## src/rtl/pll_mon_pkg.sv

```systemverilog
// Shared types and defaults for the PLL lock supervisor: state encoding,
// default cycle budgets and the sizing helper for the shared cycle timer.
package pll_mon_pkg;

    typedef enum logic [2:0] {
        ST_PLL_RESET = 3'd0,
        ST_WAIT_LOCK = 3'd1,
        ST_SETTLE    = 3'd2,
        ST_RUN       = 3'd3,
        ST_HOLD      = 3'd4
    } state_t;

    localparam int DEF_SETTLE_CYCLES  = 1024;
    localparam int DEF_TIMEOUT_CYCLES = 250000;
    localparam int DEF_PLL_RST_CYCLES = 16;
    localparam int DEF_HOLD_CYCLES    = 16;
    localparam int DEF_CNT_W          = 8;

    // Wide enough to hold (largest budget - 1); never narrower than one bit.
    function automatic int timer_width(input int a, input int b, input int c, input int d);
        int m;
        m = a;
        if (b > m) m = b;
        if (c > m) m = c;
        if (d > m) m = d;
        if (m <= 1) return 1;
        return $clog2(m);
    endfunction

endpackage

```

## src/rtl/sync_2ff.sv

```systemverilog
// Generic two-flop synchronizer for asynchronous level signals.
// Latency 2 cycles of i_clk; no flow control, output follows input.
module sync_2ff #(
    parameter int               WIDTH   = 1,
    parameter logic [WIDTH-1:0] RST_VAL = '0
) (
    input  logic             i_clk,
    input  logic             i_rst_n,
    input  logic [WIDTH-1:0] i_dat,
    output logic [WIDTH-1:0] o_dat
);

    logic [WIDTH-1:0] r_meta;
    logic [WIDTH-1:0] r_sync;

    always_ff @(posedge i_clk or negedge i_rst_n) begin
        if (!i_rst_n) begin
            r_meta <= RST_VAL;
            r_sync <= RST_VAL;
        end else begin
            r_meta <= i_dat;
            r_sync <= r_meta;
        end
    end

    assign o_dat = r_sync;

endmodule

```

## src/rtl/pll_lock_monitor.sv

```systemverilog
// Supervises PLL reset/lock: pulses pll_rst, retries on lock timeout, holds sys_rst until lock is stable.
// Lock seen 2 cycles after pll_lock via synchronizer; all outputs are registered Moore decodes of the state.
module pll_lock_monitor
    import pll_mon_pkg::*;
#(
    parameter int SETTLE_CYCLES  = DEF_SETTLE_CYCLES,
    parameter int TIMEOUT_CYCLES = DEF_TIMEOUT_CYCLES,
    parameter int PLL_RST_CYCLES = DEF_PLL_RST_CYCLES,
    parameter int HOLD_CYCLES    = DEF_HOLD_CYCLES,
    parameter int CNT_W          = DEF_CNT_W
) (
    input  logic             clk_25m,
    input  logic             rst_n,
    input  logic             pll_lock,
    output logic             pll_rst,
    output logic             sys_rst,
    output logic             ready,
    output logic [CNT_W-1:0] loss_count,
    output logic [CNT_W-1:0] retry_count,
    output logic [2:0]       state_dbg
);

    localparam int TW = timer_width(SETTLE_CYCLES, TIMEOUT_CYCLES, PLL_RST_CYCLES, HOLD_CYCLES);
    localparam logic [TW-1:0] C_RST_LAST     = TW'(PLL_RST_CYCLES - 1);
    localparam logic [TW-1:0] C_TIMEOUT_LAST = TW'(TIMEOUT_CYCLES - 1);
    localparam logic [TW-1:0] C_SETTLE_LAST  = TW'(SETTLE_CYCLES - 1);
    localparam logic [TW-1:0] C_HOLD_LAST    = TW'(HOLD_CYCLES - 1);

    logic             w_lock_s;
    state_t           r_state;
    state_t           w_state_nxt;
    logic [TW-1:0]    r_timer;
    logic [CNT_W-1:0] r_loss_cnt;
    logic [CNT_W-1:0] r_retry_cnt;
    logic             r_pll_rst;
    logic             r_sys_rst;
    logic             r_ready;

    sync_2ff #(
        .WIDTH   (1),
        .RST_VAL (1'b0)
    ) u_lock_sync (
        .i_clk   (clk_25m),
        .i_rst_n (rst_n),
        .i_dat   (pll_lock),
        .o_dat   (w_lock_s)
    );

    // A lock arriving on the timeout cycle takes priority over the retry.
    always_comb begin
        w_state_nxt = r_state;
        case (r_state)
            ST_PLL_RESET: if (r_timer == C_RST_LAST) w_state_nxt = ST_WAIT_LOCK;
            ST_WAIT_LOCK: begin
                if (w_lock_s)                        w_state_nxt = ST_SETTLE;
                else if (r_timer == C_TIMEOUT_LAST)  w_state_nxt = ST_PLL_RESET;
            end
            ST_SETTLE: begin
                if (!w_lock_s)                       w_state_nxt = ST_WAIT_LOCK;
                else if (r_timer == C_SETTLE_LAST)   w_state_nxt = ST_RUN;
            end
            ST_RUN:       if (!w_lock_s) w_state_nxt = ST_HOLD;
            ST_HOLD:      if (r_timer == C_HOLD_LAST) w_state_nxt = ST_WAIT_LOCK;
            default:      w_state_nxt = ST_PLL_RESET;
        endcase
    end

    always_ff @(posedge clk_25m or negedge rst_n) begin
        if (!rst_n) begin
            r_state     <= ST_PLL_RESET;
            r_timer     <= '0;
            r_loss_cnt  <= '0;
            r_retry_cnt <= '0;
            r_pll_rst   <= 1'b1;
            r_sys_rst   <= 1'b1;
            r_ready     <= 1'b0;
        end else begin
            r_state   <= w_state_nxt;
            r_timer   <= (w_state_nxt != r_state) ? '0 : r_timer + 1'b1;
            r_pll_rst <= (w_state_nxt == ST_PLL_RESET);
            r_sys_rst <= (w_state_nxt != ST_RUN);
            r_ready   <= (w_state_nxt == ST_RUN);
            if (r_state == ST_WAIT_LOCK && w_state_nxt == ST_PLL_RESET && r_retry_cnt != '1)
                r_retry_cnt <= r_retry_cnt + 1'b1;
            if (r_state == ST_RUN && w_state_nxt == ST_HOLD && r_loss_cnt != '1)
                r_loss_cnt <= r_loss_cnt + 1'b1;
        end
    end

    assign pll_rst     = r_pll_rst;
    assign sys_rst     = r_sys_rst;
    assign ready       = r_ready;
    assign loss_count  = r_loss_cnt;
    assign retry_count = r_retry_cnt;
    assign state_dbg   = r_state;

endmodule

```

## config.mk

```make
export PLATFORM = sky130hd
export DESIGN_NAME = pll_lock_monitor
export DESIGN_NICKNAME = d
export VERILOG_FILES = /design/src/rtl/pll_mon_pkg.sv /design/src/rtl/sync_2ff.sv /design/src/rtl/pll_lock_monitor.sv
export SDC_FILE = /design/constraint.sdc
export NUM_CORES = 1
export LEC_CHECK = 0
export BUFFER_PORTS_ARGS = -buffer_cell sky130_fd_sc_hd__buf_2
export CAP_MARGIN = 20
export CORE_MARGIN = 10
export CORE_UTILIZATION = 54
export CTS_BUF_LIST = sky130_fd_sc_hd__clkbuf_8
export DETAILED_ROUTE_END_ITERATION = 12
export GPL_TIMING_DRIVEN = 0
export PLACE_DENSITY = 0.78
export SYNTH_ARGS = -nofsm -noshare
export SYNTH_HDL_FRONTEND = slang
export SYNTH_SLANG_ARGS = --single-unit
```

## constraint.sdc

```tcl
create_clock -name clk_25m -period 2.5 [get_ports clk_25m]
set_input_delay 0.25 -clock clk_25m [delete_from_list [all_inputs] [get_ports clk_25m]]
set_output_delay 0.25 -clock clk_25m [all_outputs]
set_load 0.02 [all_outputs]
```

=== Word level (Yosys, flattened, before mapping) ===
Index checks and enable logic that the tools add are counted.

* Bits in registers: 42
* Input port bits: 3
* Output and inout port bits: 22
* Word-level logic and storage cells: 40

* Add/sub/neg operators: 3
* Equal/unequal tests: 13
* Muxes and demuxes: 8
* Reductions and logical operators: 7

{| class="wikitable"
|+ Operators with widths
! cell !! number
|-
| adder 18 x 1 -> 18 bit, second input constant || 1
|-
| == test 18 x 10 -> 1 bit, second input constant || 1
|-
| == test 18 bit, second input constant || 1
|-
| == test 18 x 4 -> 1 bit, second input constant || 1
|-
| 2-to-1 mux 18 bit || 1
|-
| 2-to-1 mux 3 bit || 6
|-
| adder 8 x 1 -> 8 bit, second input constant || 2
|-
| != test 8 bit, second input constant || 2
|-
| case mux 3 bit (4 select lines) || 1
|-
| == test 3 x 2 -> 1 bit, second input constant || 3
|-
| == test 3 bit, second input constant || 2
|-
| logical NOT 3 bit || 2
|-
| logical AND 1 bit || 4
|-
| == test 3 x 1 -> 1 bit, second input constant || 1
|-
| != test 3 x 2 -> 1 bit, second input constant || 1
|-
| != test 3 bit || 1
|-
| OR reduction 2 bit || 1
|}

=== Depth between registers and ports, before layout ===
Gate-level depths: netlist of run 1.

* Depth in word-level cells: 7
* Gate-level depth with buffers: 8
* Depth with buffers taken out: 6

=== Modules after synthesis ===
A second synthesis of run 1 with hierarchy kept.

* Cells, all modules: 196
* Area, all modules: 2037.0 um2

{| class="wikitable"
|+ By module, submodules not included
! module !! times used !! cells each !! area an instance (um2) !! seq. area each (um2)
|-
| pll_lock_monitor || 1 || 194 || 1986.9 || 1003.5
|-
| sync_2ff || 1 || 2 || 50.0 || 50.0
|}

=== Worst setup path before layout of run 1 ===
No wires, ideal clock.

* Path kind: register -> register
* From: reg r_timer[5]
* To: reg r_timer[10]
* Setup time: 0.119 ns
* Arrival time: 2.430 ns
* Data required time: 2.381 ns
* Setup slack: -0.049 ns
* Cell stages (with the launch flop): 8
* Path buffers: 2
* Period minus slack after synthesis: 2.549 ns
* Cell sequence: dfrtp_1 > or4_1 > or4_1 > buf_2 > or4_4 > a31oi_4 > buf_6 > nor2_1

* Cells in the longest elaborated chain, start to end: 6
* Elaborated cells between the ends (all ways): 12
* Classes of those cells: 1 x add/sub; 4 x eq/ne; 7 x mux

{| class="wikitable"
|+ Ends and longest elaborated chain
! item !! line !! RTL
|-
| from (decl) || pll_lock_monitor.sv:32 || <nowiki>logic [TW-1:0] r_timer;</nowiki>
|-
| from (signal assigned) || pll_lock_monitor.sv:79 || <nowiki>r_timer <= (w_state_nxt != r_state) ? '0 : r_timer + 1'b1;</nowiki>
|-
| == test 18 x 10 -> 1 bit / == test 18 bit (equally long branches) || pll_lock_monitor.sv:60, pll_lock_monitor.sv:56 ||
|-
| 2-to-1 mux 3 bit, on equally long branches || pll_lock_monitor.sv:60, pll_lock_monitor.sv:56 ||
|-
| 2-to-1 mux 3 bit, on equally long branches || pll_lock_monitor.sv:59, pll_lock_monitor.sv:55 ||
|-
| case mux 3 bit (4 select lines) || pll_lock_monitor.sv:52 || <nowiki>case (r_state)</nowiki>
|-
| != test 3 bit || pll_lock_monitor.sv:79 ||
|-
| 2-to-1 mux 18 bit (*) || pll_lock_monitor.sv:79 ||
|}

Mark *: on every way between the ends. The rest lies on a longest branch, timed or not.
A chain may end at the register's enable or synchronous reset.

=== Final worst setup path of run 1 ===
* From: reg r_timer[5]
* To: reg r_timer[14]

Same word-level chain as after synthesis.

==> report_table.html, run 1 <==
<table>
<tr><th>Metric</th><th>Value</th></tr>
<tr><th colspan="2">Status</th></tr>
<tr><td>Run status</td><td>finished, final reports clean</td></tr>
<tr><th colspan="2">Setup path</th></tr>
<tr><td>Crit Path Category</td><td>reg2reg</td></tr>
<tr><td>Startpoint type of the worst setup path</td><td>register</td></tr>
<tr><td>Crit path buf inv count</td><td>1</td></tr>
<tr><td>Slowest library cell on the worst path</td><td>sky130_fd_sc_hd__or4_4</td></tr>
<tr><td>Category of cells accounting for the largest share of critical-path delay</td><td>simple AND/OR/NAND/NOR gates</td></tr>
<tr><td>Endpoint arrival time on the critical path</td><td>roughly 2.6 ns</td></tr>
<tr><td>Path depth of the worst reg2reg path</td><td>6</td></tr>
<tr><td>Most common cell type on the critical path</td><td>sky130_fd_sc_hd__or4_4</td></tr>
<tr><td>Delay contributed by the slowest stage of the critical path</td><td>about 0.55 ns</td></tr>
<tr><td>Levels on crit path</td><td>6</td></tr>
<tr><td>Critical Path End Type</td><td>register</td></tr>
<tr><td>Cell Chain, Critical Path</td><td>or4_1, or4_4, or4_4, a31oi_4, buf_6, nor2_1</td></tr>
<tr><td>Highest fanout seen on the critical path</td><td>6</td></tr>
<tr><td>Required time at the worst-slack endpoint</td><td>2.68 ns</td></tr>
<tr><th colspan="2">Power and ir drop</th></tr>
<tr><td>Switching power total</td><td>approximately 640 uW</td></tr>
<tr><td>Sequential share of power</td><td>between 40% and 50%</td></tr>
<tr><td>Cell internal pwr</td><td>between 1000 and 1500 uW</td></tr>
<tr><td>Total power divided by cell area</td><td>between 800 and 900 mW/mm^2</td></tr>
<tr><td>Leakage power</td><td>0.00113 uW</td></tr>
<tr><td>Part of the power in the clock network</td><td>between 20% and 30%</td></tr>
<tr><td>Gate power share</td><td>between 30% and 40%</td></tr>
<tr><td>Net switching share of the total power</td><td>34.0%</td></tr>
<tr><td>Worst supply voltage drop on vdd</td><td>approximately 0.53 mV</td></tr>
<tr><th colspan="2">Worst hold path</th></tr>
<tr><td>Number of cells on the worst hold path</td><td>1</td></tr>
<tr><td>Worst hold-check path type</td><td>in2reg</td></tr>
<tr><th colspan="2">Floorplanning</th></tr>
<tr><td>Number of primary I/O pins</td><td>25</td></tr>
<tr><td>Starting density of the core</td><td>55.6%</td></tr>
<tr><td>Floorplan core area</td><td>between 0.003 and 0.004 mm^2</td></tr>
<tr><td>Die H</td><td>81.2 um</td></tr>
<tr><td>Die X-Extent</td><td>81.2 um</td></tr>
<tr><td>Die footprint</td><td>roughly 0.0066 mm^2</td></tr>
<tr><td>Count of standard-cell rows</td><td>22</td></tr>
<tr><th colspan="2">Clock network</th></tr>
<tr><td>TritonCTS buffer count</td><td>5</td></tr>
<tr><td>Largest buffer count on any clock path</td><td>2</td></tr>
<tr><td>Clk_lat worst skew</td><td>between 0.2 and 0.3 ns</td></tr>
<tr><td>Post-CTS Hold Buffers</td><td>0</td></tr>
<tr><td>CTS sink cnt</td><td>between 40 and 50</td></tr>
<tr><td>Max H-tree Level</td><td>2</td></tr>
<tr><td>Clock-pin slew of the registers on the worst-case setup and hold paths</td><td>approximately 0.070 ns</td></tr>
<tr><td>Library cell used as clock root buffer</td><td>sky130_fd_sc_hd__clkbuf_8</td></tr>
<tr><td>CTS tree</td><td>built</td></tr>
<tr><th colspan="2">Yosys</th></tr>
<tr><td>Most used DFF post-synth</td><td>sky130_fd_sc_hd__dfrtp_1</td></tr>
<tr><td>Synthesized net count</td><td>between 150 and 200</td></tr>
<tr><td>Share of the yosys chip area belonging to registers</td><td>~52%</td></tr>
<tr><td>Async set or reset register ratio after synthesis</td><td>100%</td></tr>
<tr><td>Synth unique cells</td><td>35</td></tr>
<tr><td>Synth Cell Area</td><td>about 0.0020 mm^2</td></tr>
<tr><td>Number of synthesized flops with an enable pin</td><td>0</td></tr>
<tr><td>Number of instances in the synthesized netlist</td><td>~190</td></tr>
<tr><td>Number of warnings printed during yosys synthesis</td><td>0</td></tr>
<tr><td>Post-synthesis register bit count</td><td>42</td></tr>
<tr><td>Synthesized area per cell</td><td>approximately 11 um^2</td></tr>
<tr><th colspan="2">Routing</th></tr>
<tr><td>Antenna Nets Post-Route</td><td>0</td></tr>
<tr><td>DRC marker count from the first detailed-route iteration</td><td>a little under 100</td></tr>
<tr><td>Residual DRC count</td><td>0</td></tr>
<tr><td>Total via count after detailed routing</td><td>between 1000 and 1500</td></tr>
<tr><td>Number of iterations in the first detailed-routing pass</td><td>4</td></tr>
<tr><td>Drt wl/cell</td><td>around 14 um</td></tr>
<tr><td>DR vias/cell</td><td>between 5 and 6</td></tr>
<tr><td>Total wire length after detailed routing</td><td>between 3000 and 4000 um</td></tr>
<tr><th colspan="2">STA</th></tr>
<tr><td>Crit path time final</td><td>roughly 2.5 ns</td></tr>
<tr><td>Worst Clk Skew</td><td>approximately 0.0042 ns</td></tr>
<tr><td>Share of the cycle needed by the critical path after routing</td><td>98.5%</td></tr>
<tr><td>RSZ-0062 raised after global routing</td><td>yes</td></tr>
<tr><td>Final Max Tran Viols</td><td>0</td></tr>
<tr><td>Worst-Margin Slew</td><td>0.902 ns</td></tr>
<tr><td>Worst relative slew slack</td><td>about 40%</td></tr>
<tr><td>Highest clock rate</td><td>a little over 400 MHz</td></tr>
<tr><td>Count of endpoints failing hold in the final timing report</td><td>0</td></tr>
<tr><td>Setup tns final</td><td>0 ns</td></tr>
<tr><td>Final Setup Violations</td><td>0</td></tr>
<tr><th colspan="2">Placed design</th></tr>
<tr><td>Routability-driven placement congestion ratio</td><td>between 0.8 and 0.9</td></tr>
<tr><td>Instance count after placement with tap cells included</td><td>roughly 260</td></tr>
<tr><td>Post-DP HPWL</td><td>between 2000 and 3000 um</td></tr>
<tr><td>Port-buffer cells</td><td>24</td></tr>
<tr><th colspan="2">Layout</th></tr>
<tr><td>Reg area</td><td>between 0.001 and 0.0015 mm^2</td></tr>
<tr><td>Layout filler cell count</td><td>between 200 and 300</td></tr>
<tr><td>Number of nets in the layout</td><td>roughly 230</td></tr>
<tr><td>Number of non-filler instances in the completed layout</td><td>276</td></tr>
<tr><td>Antenna diodes</td><td>0</td></tr>
<tr><td>Area of the multi-input gates</td><td>just under 0.001 mm^2</td></tr>
<tr><td>Area Growth Syn to Fin</td><td>16.6%</td></tr>
<tr><td>Proportion of layout cells with a drive suffix above 1</td><td>24.6%</td></tr>
<tr><th colspan="2">Global routing</th></tr>
<tr><td>GRT Resource Usage Total</td><td>12.9%</td></tr>
<tr><td>Antenna violations before repair</td><td>0</td></tr>
<tr><td>Wire length of the first global-routing pass</td><td>between 6000 and 7000 um</td></tr>
<tr><td>Vias in the first global route</td><td>1516</td></tr>
<tr><td>Largest net degree at the start of global routing</td><td>43</td></tr>
<tr><td>Remaining global-route overflow</td><td>0</td></tr>
<tr><th colspan="2">Job</th></tr>
<tr><td>Max_cap viols</td><td>0</td></tr>
</table>
## cell usage after synthesis, types with 2 or more instances
master	number	share of area, %
sky130_fd_sc_hd__a21oi_1	8	2.0
sky130_fd_sc_hd__or3_1	3	0.93
sky130_fd_sc_hd__dfrtp_1	40	50
sky130_fd_sc_hd__nand4_1	12	3.7
sky130_fd_sc_hd__nand2b_1	3	0.93
sky130_fd_sc_hd__xor2_1	16	6.9
sky130_fd_sc_hd__dfstp_2	2	2.6
sky130_fd_sc_hd__and4_1	2	0.87
sky130_fd_sc_hd__or4_1	3	1.1
sky130_fd_sc_hd__nand2_1	18	3.3
sky130_fd_sc_hd__nor2b_1	4	1.2
sky130_fd_sc_hd__mux2_2	4	2.2
sky130_fd_sc_hd__inv_1	2	0.37
sky130_fd_sc_hd__nor3_1	7	1.7
sky130_fd_sc_hd__xnor2_1	11	4.8
sky130_fd_sc_hd__and2_1	2	0.62
sky130_fd_sc_hd__and3_1	4	1.2
sky130_fd_sc_hd__or2_2	3	0.93
sky130_fd_sc_hd__nand3_1	6	1.5
sky130_fd_sc_hd__ha_1	3	1.9
sky130_fd_sc_hd__nor2_1	25	4.6
## path summary, 6_finish.rpt
kind,end,slack (ns),start
max in group asynchronous,loss_count[0]$_DFFE_PN0P_,1.85,rst_n
min in group asynchronous,retry_count[0]$_DFFE_PN0P_,0.09,rst_n
max,r_timer[14]$_DFF_PN0_,0.04,r_timer[5]$_DFF_PN0_
max reg2reg,r_timer[14]$_DFF_PN0_,0.04,r_timer[5]$_DFF_PN0_
min,u_lock_sync.r_meta$_DFF_PN0_,0.07,pll_lock
min reg2reg,u_lock_sync.o_dat$_DFF_PN0_,0.36,u_lock_sync.r_meta$_DFF_PN0_
## area by class of cell
type                    count  share of cell area (%)
plain buffers               2                   0.637
multi-input cells         145                    41.0
repair buffers             29                    7.00
inverters                   2                   0.318
clock inverters             2                   0.371
clock buffers               6                    3.50
well taps                  48                    2.55
flip-flops and latches     42                    44.7
## stage by stage
stage | setup WS, ns | cell area (um^2) | power, uW | hold WS [ns] | util (%)
after detailed placement | -0.193 | 2210 | 1370 | 0.347 | 60.8
final | 0.0380 | 2360 | 1890 | 0.0730 | 64.9
after global routing | -0.0284 | 2360 | 2020 | 0.0594 | 64.9
after CTS | 0.0461 | 2340 | 1880 | 0.0572 | 64.4
after floorplan | 0.0216 | 2030 | 1220 | -0.0456 | -
after global placement | -0.184 | 2210 | 1350 | 0.342 | 60.8
## flip-flops by register name (all words and copies together), names as in the netlist, 3 cells and up
name	flops
r_timer	18
state_dbg	3
loss_count	8
retry_count	8
## routing by layer
layer	vias to the layer above	GRT usage, %	routed length, um
met5	-	0	0
met1	718	15.8	1720
met3	2	3.75	253
li1	735	-	-
met2	36	21.2	1820
met4	0	4.67	17
## power by group through the flow
stage               sequential [uW]  clock, uW  combinational, uW
floorplan                       894          0                329
global placement                867          0                486
detailed placement              871          0                496
CTS                             855        451                578
global route                    879        476                667
finish                          856        430                602
## logic make-up (layout without fill, tap and decap cells)
group	after synthesis	in the layout	share of synthesized area [%]
xor+xnor	27	27	11.7
compound gates	15	15	6.19
flops	42	42	52.1
buf+inv	5	41	1.36
fa+ha+maj	3	3	1.86
mux	4	4	2.23
simple gates	96	96	24.6
## cells in the final DEF (no fill, tap or decap), drive strengths merged, types with 2 or more instances in the layout
cell / Yosys / final
and3: 4 / 4
clkbuf: 1 / 7
nand2b: 3 / 3
buf: 2 / 30
mux2: 4 / 4
ha: 3 / 3
nor2b: 4 / 4
or3: 3 / 3
dfrtp: 40 / 40
xnor2: 11 / 11
or4: 4 / 4
inv: 2 / 3
nand3: 6 / 6
xor2: 16 / 16
or2: 3 / 3
and4: 2 / 2
nor3: 7 / 7
nor2: 25 / 25
and2: 2 / 2
dfstp: 2 / 2
nand2: 18 / 18
a21oi: 8 / 8
nand4: 12 / 12
## timing repair
item | 4_1_cts | 5_1_grt
cloned | 1 | 0
gates resized for setup | 5 | 5
pin swaps | 1 | 2
setup buffers | 4 | 0
endpoints found under the setup margin | 17 | 17
(Power assumes the default switching activity.)
==> inputs of run 2 (changes only) <==
--- a/config.mk
+++ b/config.mk
@@ -5,14 +5,15 @@
 export SDC_FILE = /design/constraint.sdc
 export NUM_CORES = 1
 export LEC_CHECK = 0
+export ABC_CLOCK_PERIOD_IN_PS = 3000
 export BUFFER_PORTS_ARGS = -buffer_cell sky130_fd_sc_hd__buf_2
 export CAP_MARGIN = 20
-export CORE_MARGIN = 10
-export CORE_UTILIZATION = 54
+export CORE_MARGIN = 2
+export CORE_UTILIZATION = 60
 export CTS_BUF_LIST = sky130_fd_sc_hd__clkbuf_8
 export DETAILED_ROUTE_END_ITERATION = 12
 export GPL_TIMING_DRIVEN = 0
-export PLACE_DENSITY = 0.78
+export PLACE_DENSITY = 0.82
 export SYNTH_ARGS = -nofsm -noshare
 export SYNTH_HDL_FRONTEND = slang
 export SYNTH_SLANG_ARGS = --single-unit
==> constraint.sdc (replaced) <==
create_clock -name clk_25m -period 3 [get_ports clk_25m]
set_input_delay 0.3 -clock clk_25m [delete_from_list [all_inputs] [get_ports clk_25m]]
set_output_delay 0.3 -clock clk_25m [all_outputs]
set_load 0.02 [all_outputs]
==> report_table.html, run 2 (synthesized netlist as in run 1, its figures left out) <==
<table>
<tr><th>Metric</th><th>Value</th></tr>
<tr><th colspan="2">Setup path</th></tr>
<tr><td>Slowest library cell on the worst path</td><td>sky130_fd_sc_hd__or4_1</td></tr>
<tr><td>Critical Path End Type</td><td>register</td></tr>
<tr><td>Crit Path Category</td><td>reg2reg</td></tr>
<tr><td>Highest fanout seen on the critical path</td><td>10 (+4)</td></tr>
<tr><td>Endpoint arrival time on the critical path</td><td>2.91 ns (+0.27 ns)</td></tr>
<tr><td>Required time at the worst-slack endpoint</td><td>3.18 ns (+0.50 ns)</td></tr>
<tr><td>Most common cell type on the critical path</td><td>sky130_fd_sc_hd__or4_1</td></tr>
<tr><td>Cell Chain, Critical Path</td><td>or4_1, or4_1, buf_2, or4_4, a31oi_4, buf_6, nor2_1</td></tr>
<tr><td>Path depth of the worst reg2reg path</td><td>7 (+1)</td></tr>
<tr><td>Startpoint type of the worst setup path</td><td>register</td></tr>
<tr><td>Delay contributed by the slowest stage of the critical path</td><td>0.52 ns (-0.03 ns)</td></tr>
<tr><th colspan="2">Power and ir drop</th></tr>
<tr><td>Leakage power</td><td>0.00112 uW (-0.87%)</td></tr>
<tr><td>Worst supply voltage drop on vdd</td><td>0.454 mV (-14%)</td></tr>
<tr><td>Total power divided by cell area</td><td>710 mW/mm^2 (-11%)</td></tr>
<tr><th colspan="2">STA</th></tr>
<tr><td>Worst-Margin Slew</td><td>0.902 ns (-0.000269 ns)</td></tr>
<tr><td>Final Setup Violations</td><td>0 (unchanged)</td></tr>
<tr><td>Worst Clk Skew</td><td>0.00730 ns (+0.00313 ns)</td></tr>
<tr><td>Highest clock rate</td><td>366 MHz (-9.8%)</td></tr>
<tr><td>RSZ-0062 raised after global routing</td><td>no</td></tr>
<tr><td>Final Max Tran Viols</td><td>0 (unchanged)</td></tr>
<tr><td>Share of the cycle needed by the critical path after routing</td><td>91.0% (-7.5 points)</td></tr>
<tr><td>Least setup slack across all paths after layout</td><td>0.269 ns (+0.231 ns)</td></tr>
<tr><td>Setup tns final</td><td>0 ns (unchanged)</td></tr>
<tr><td>Crit path time final</td><td>2.73 ns (+0.269 ns)</td></tr>
<tr><td>Worst relative slew slack</td><td>39.9% (about the same)</td></tr>
<tr><td>Count of endpoints failing hold in the final timing report</td><td>0 (unchanged)</td></tr>
<tr><th colspan="2">Global routing</th></tr>
<tr><td>Wire length of the first global-routing pass</td><td>5860 um (-14%)</td></tr>
<tr><td>Remaining global-route overflow</td><td>0 (unchanged)</td></tr>
<tr><td>Vias in the first global route</td><td>1306 (-14%)</td></tr>
<tr><td>GRT Resource Usage Total</td><td>20.9% (+8.0 points)</td></tr>
<tr><td>Largest net degree at the start of global routing</td><td>43 (unchanged)</td></tr>
<tr><td>Antenna violations before repair</td><td>0 (unchanged)</td></tr>
<tr><th colspan="2">Clock network</th></tr>
<tr><td>Max H-tree Level</td><td>2 (unchanged)</td></tr>
<tr><td>Largest buffer count on any clock path</td><td>2 (unchanged)</td></tr>
<tr><td>CTS tree</td><td>built</td></tr>
<tr><td>CTS sink cnt</td><td>42 (unchanged)</td></tr>
<tr><td>Count of instances resized after the clock tree is built</td><td>0 (-5)</td></tr>
<tr><td>Post-CTS Hold Buffers</td><td>0 (unchanged)</td></tr>
<tr><td>Clock-pin slew of the registers on the worst-case setup and hold paths</td><td>0.08 ns (about the same)</td></tr>
<tr><td>TritonCTS buffer count</td><td>5 (unchanged)</td></tr>
<tr><td>Library cell used as clock root buffer</td><td>sky130_fd_sc_hd__clkbuf_8</td></tr>
<tr><td>Post-CTS setup buffer count</td><td>0 (-4)</td></tr>
<tr><td>Clk_lat worst skew</td><td>0.29 ns (about the same)</td></tr>
<tr><th colspan="2">Layout</th></tr>
<tr><td>Area Growth Syn to Fin</td><td>15.8%</td></tr>
<tr><td>Leading cell types in the layout, fill and taps excluded</td><td>sky130_fd_sc_hd__dfrtp_1, sky130_fd_sc_hd__buf_2, sky130_fd_sc_hd__nor2_1, sky130_fd_sc_hd__nand2_1, sky130_fd_sc_hd__xor2_1</td></tr>
<tr><td>Area of the multi-input gates</td><td>941 um^2 (-2.6%)</td></tr>
<tr><td>Largest reg by FF count</td><td>r_timer</td></tr>
<tr><td>Number of nets in the layout</td><td>229 (-1.7%)</td></tr>
<tr><td>Final core utilization</td><td>71.3% (+6.4 points)</td></tr>
<tr><td>Reg area</td><td>0.00105 mm^2 (unchanged)</td></tr>
<tr><td>Flip-flop count of the largest register after layout</td><td>18 (unchanged)</td></tr>
<tr><td>Antenna diodes</td><td>0 (unchanged)</td></tr>
<tr><td>Proportion of layout cells with a drive suffix above 1</td><td>21.0% (-3.6 points)</td></tr>
<tr><td>Layout filler cell count</td><td>235 (-20%)</td></tr>
<tr><td>Leading cell type in the layout, fill and taps excluded</td><td>sky130_fd_sc_hd__dfrtp_1</td></tr>
<tr><td>Layout Cell Area excl Fill</td><td>0.00234 mm^2 (-0.69%)</td></tr>
<tr><th colspan="2">Floorplanning</th></tr>
<tr><td>Die H</td><td>62.1 um (-24%)</td></tr>
<tr><td>Die X-Extent</td><td>62.1 um (-24%)</td></tr>
<tr><td>Count of standard-cell rows</td><td>21 (-4.5%)</td></tr>
<tr><td>Die footprint</td><td>0.00385 mm^2 (-42%)</td></tr>
<tr><td>Floorplan core area</td><td>0.00328 mm^2 (-9.6%)</td></tr>
<tr><td>Number of primary I/O pins</td><td>25 (unchanged)</td></tr>
<tr><td>Starting density of the core</td><td>61.6% (+5.9 points)</td></tr>
<tr><th colspan="2">Routing</th></tr>
<tr><td>Total via count after detailed routing</td><td>1471 (-1.3%)</td></tr>
<tr><td>Drt wl/cell</td><td>13.2 um (-4.1%)</td></tr>
<tr><td>Antenna Nets Post-Route</td><td>0 (unchanged)</td></tr>
<tr><td>Number of iterations in the first detailed-routing pass</td><td>4 (unchanged)</td></tr>
<tr><td>Residual DRC count</td><td>0 (unchanged)</td></tr>
<tr><td>DRC marker count from the first detailed-route iteration</td><td>82 (-15%)</td></tr>
<tr><td>Total wire length after detailed routing</td><td>3570 um (-6.2%)</td></tr>
<tr><td>DR vias/cell</td><td>5.45 (+0.85%)</td></tr>
<tr><th colspan="2">Job</th></tr>
<tr><td>Max_cap viols</td><td>0 (unchanged)</td></tr>
<tr><th colspan="2">Placed design</th></tr>
<tr><td>Post-DP HPWL</td><td>2450 um (-9.5%)</td></tr>
<tr><td>Routability-driven placement congestion ratio</td><td>0.780 (-2.9%)</td></tr>
<tr><td>Port-buffer cells</td><td>24 (unchanged)</td></tr>
<tr><td>Area post-placement</td><td>0.00220 mm^2 (-0.40%)</td></tr>
<tr><td>Worst slack after detailed placement</td><td>0.287 ns (+0.479 ns)</td></tr>
<tr><th colspan="2">Worst hold path</th></tr>
<tr><td>Number of cells on the worst hold path</td><td>1 (unchanged)</td></tr>
<tr><td>Worst hold-check path type</td><td>in2reg</td></tr>
<tr><th colspan="2">Status</th></tr>
<tr><td>Run status</td><td>finished, final reports clean</td></tr>
</table>
## run 2: changes by cell type in the layout (fill, tap and decap cells not counted), moves of 2 or more
cell	before	now
sky130_fd_sc_hd__nor2_2	4	0
sky130_fd_sc_hd__buf_4	3	0
sky130_fd_sc_hd__bufinv_16	0	2
sky130_fd_sc_hd__nor2_1	21	25
sky130_fd_sc_hd__buf_6	3	1
## run 2: through the flow
step / hold slack (ns) / total power (uW) / std cells
global placement: 0.336 / 1130 / 262
global route: 0.0984 / 1780 / 270
CTS: 0.102 / 1680 / 270
finish: 0.112 / 1660 / 270
detailed placement: 0.336 / 1140 / 262
floorplan: 0.00441 / 1020 / 192
## run 2: worst max-delay path, delay by kind of cell, from the launching register on
family | cells | cell delay [ns]
simple gates | 4 | 1.58
compound gates | 1 | 0.24
buf+inv | 2 | 0.36
flops | 1 | 0.43
## run 2: report_power, final
part           switching, uW  leakage (uW)  internal (uW)  total [uW]
Sequential              77.4      0.000565            637         715
Combinational            240      0.000485            166         406
Clock                    188     0.0000714            355         542
## run 2: area by class of cell
cell class | instances | share of cell area [%]
clock inverter | 2 | 2.56
timing repair buffer | 24 | 5.13
sequential | 42 | 45.0
multi-input combinational | 145 | 40.2
clock buffer | 6 | 3.53
buffer | 3 | 0.855
inverter | 2 | 0.321
tap | 46 | 2.46
## run 2: per-layer routing
layer	wire length (um)	track usage, %	vias up
met1	1710	28.7	705
met5	0	0	-
met4	34	7.60	0
li1	-	-	729
met2	1680	32.0	33
met3	141	5.59	4
## run 2: final timing paths
path / from / slack, ns / to
max: r_timer[5]$_DFF_PN0_ / 0.27 / r_timer[15]$_DFF_PN0_
min: pll_lock / 0.11 / u_lock_sync.r_meta$_DFF_PN0_
min reg2reg: u_lock_sync.r_meta$_DFF_PN0_ / 0.35 / u_lock_sync.o_dat$_DFF_PN0_
min in group asynchronous: rst_n / 0.13 / state_dbg[0]$_DFF_PN0_
max reg2reg: r_timer[5]$_DFF_PN0_ / 0.27 / r_timer[15]$_DFF_PN0_
max in group asynchronous: rst_n / 2.31 / r_timer[15]$_DFF_PN0_
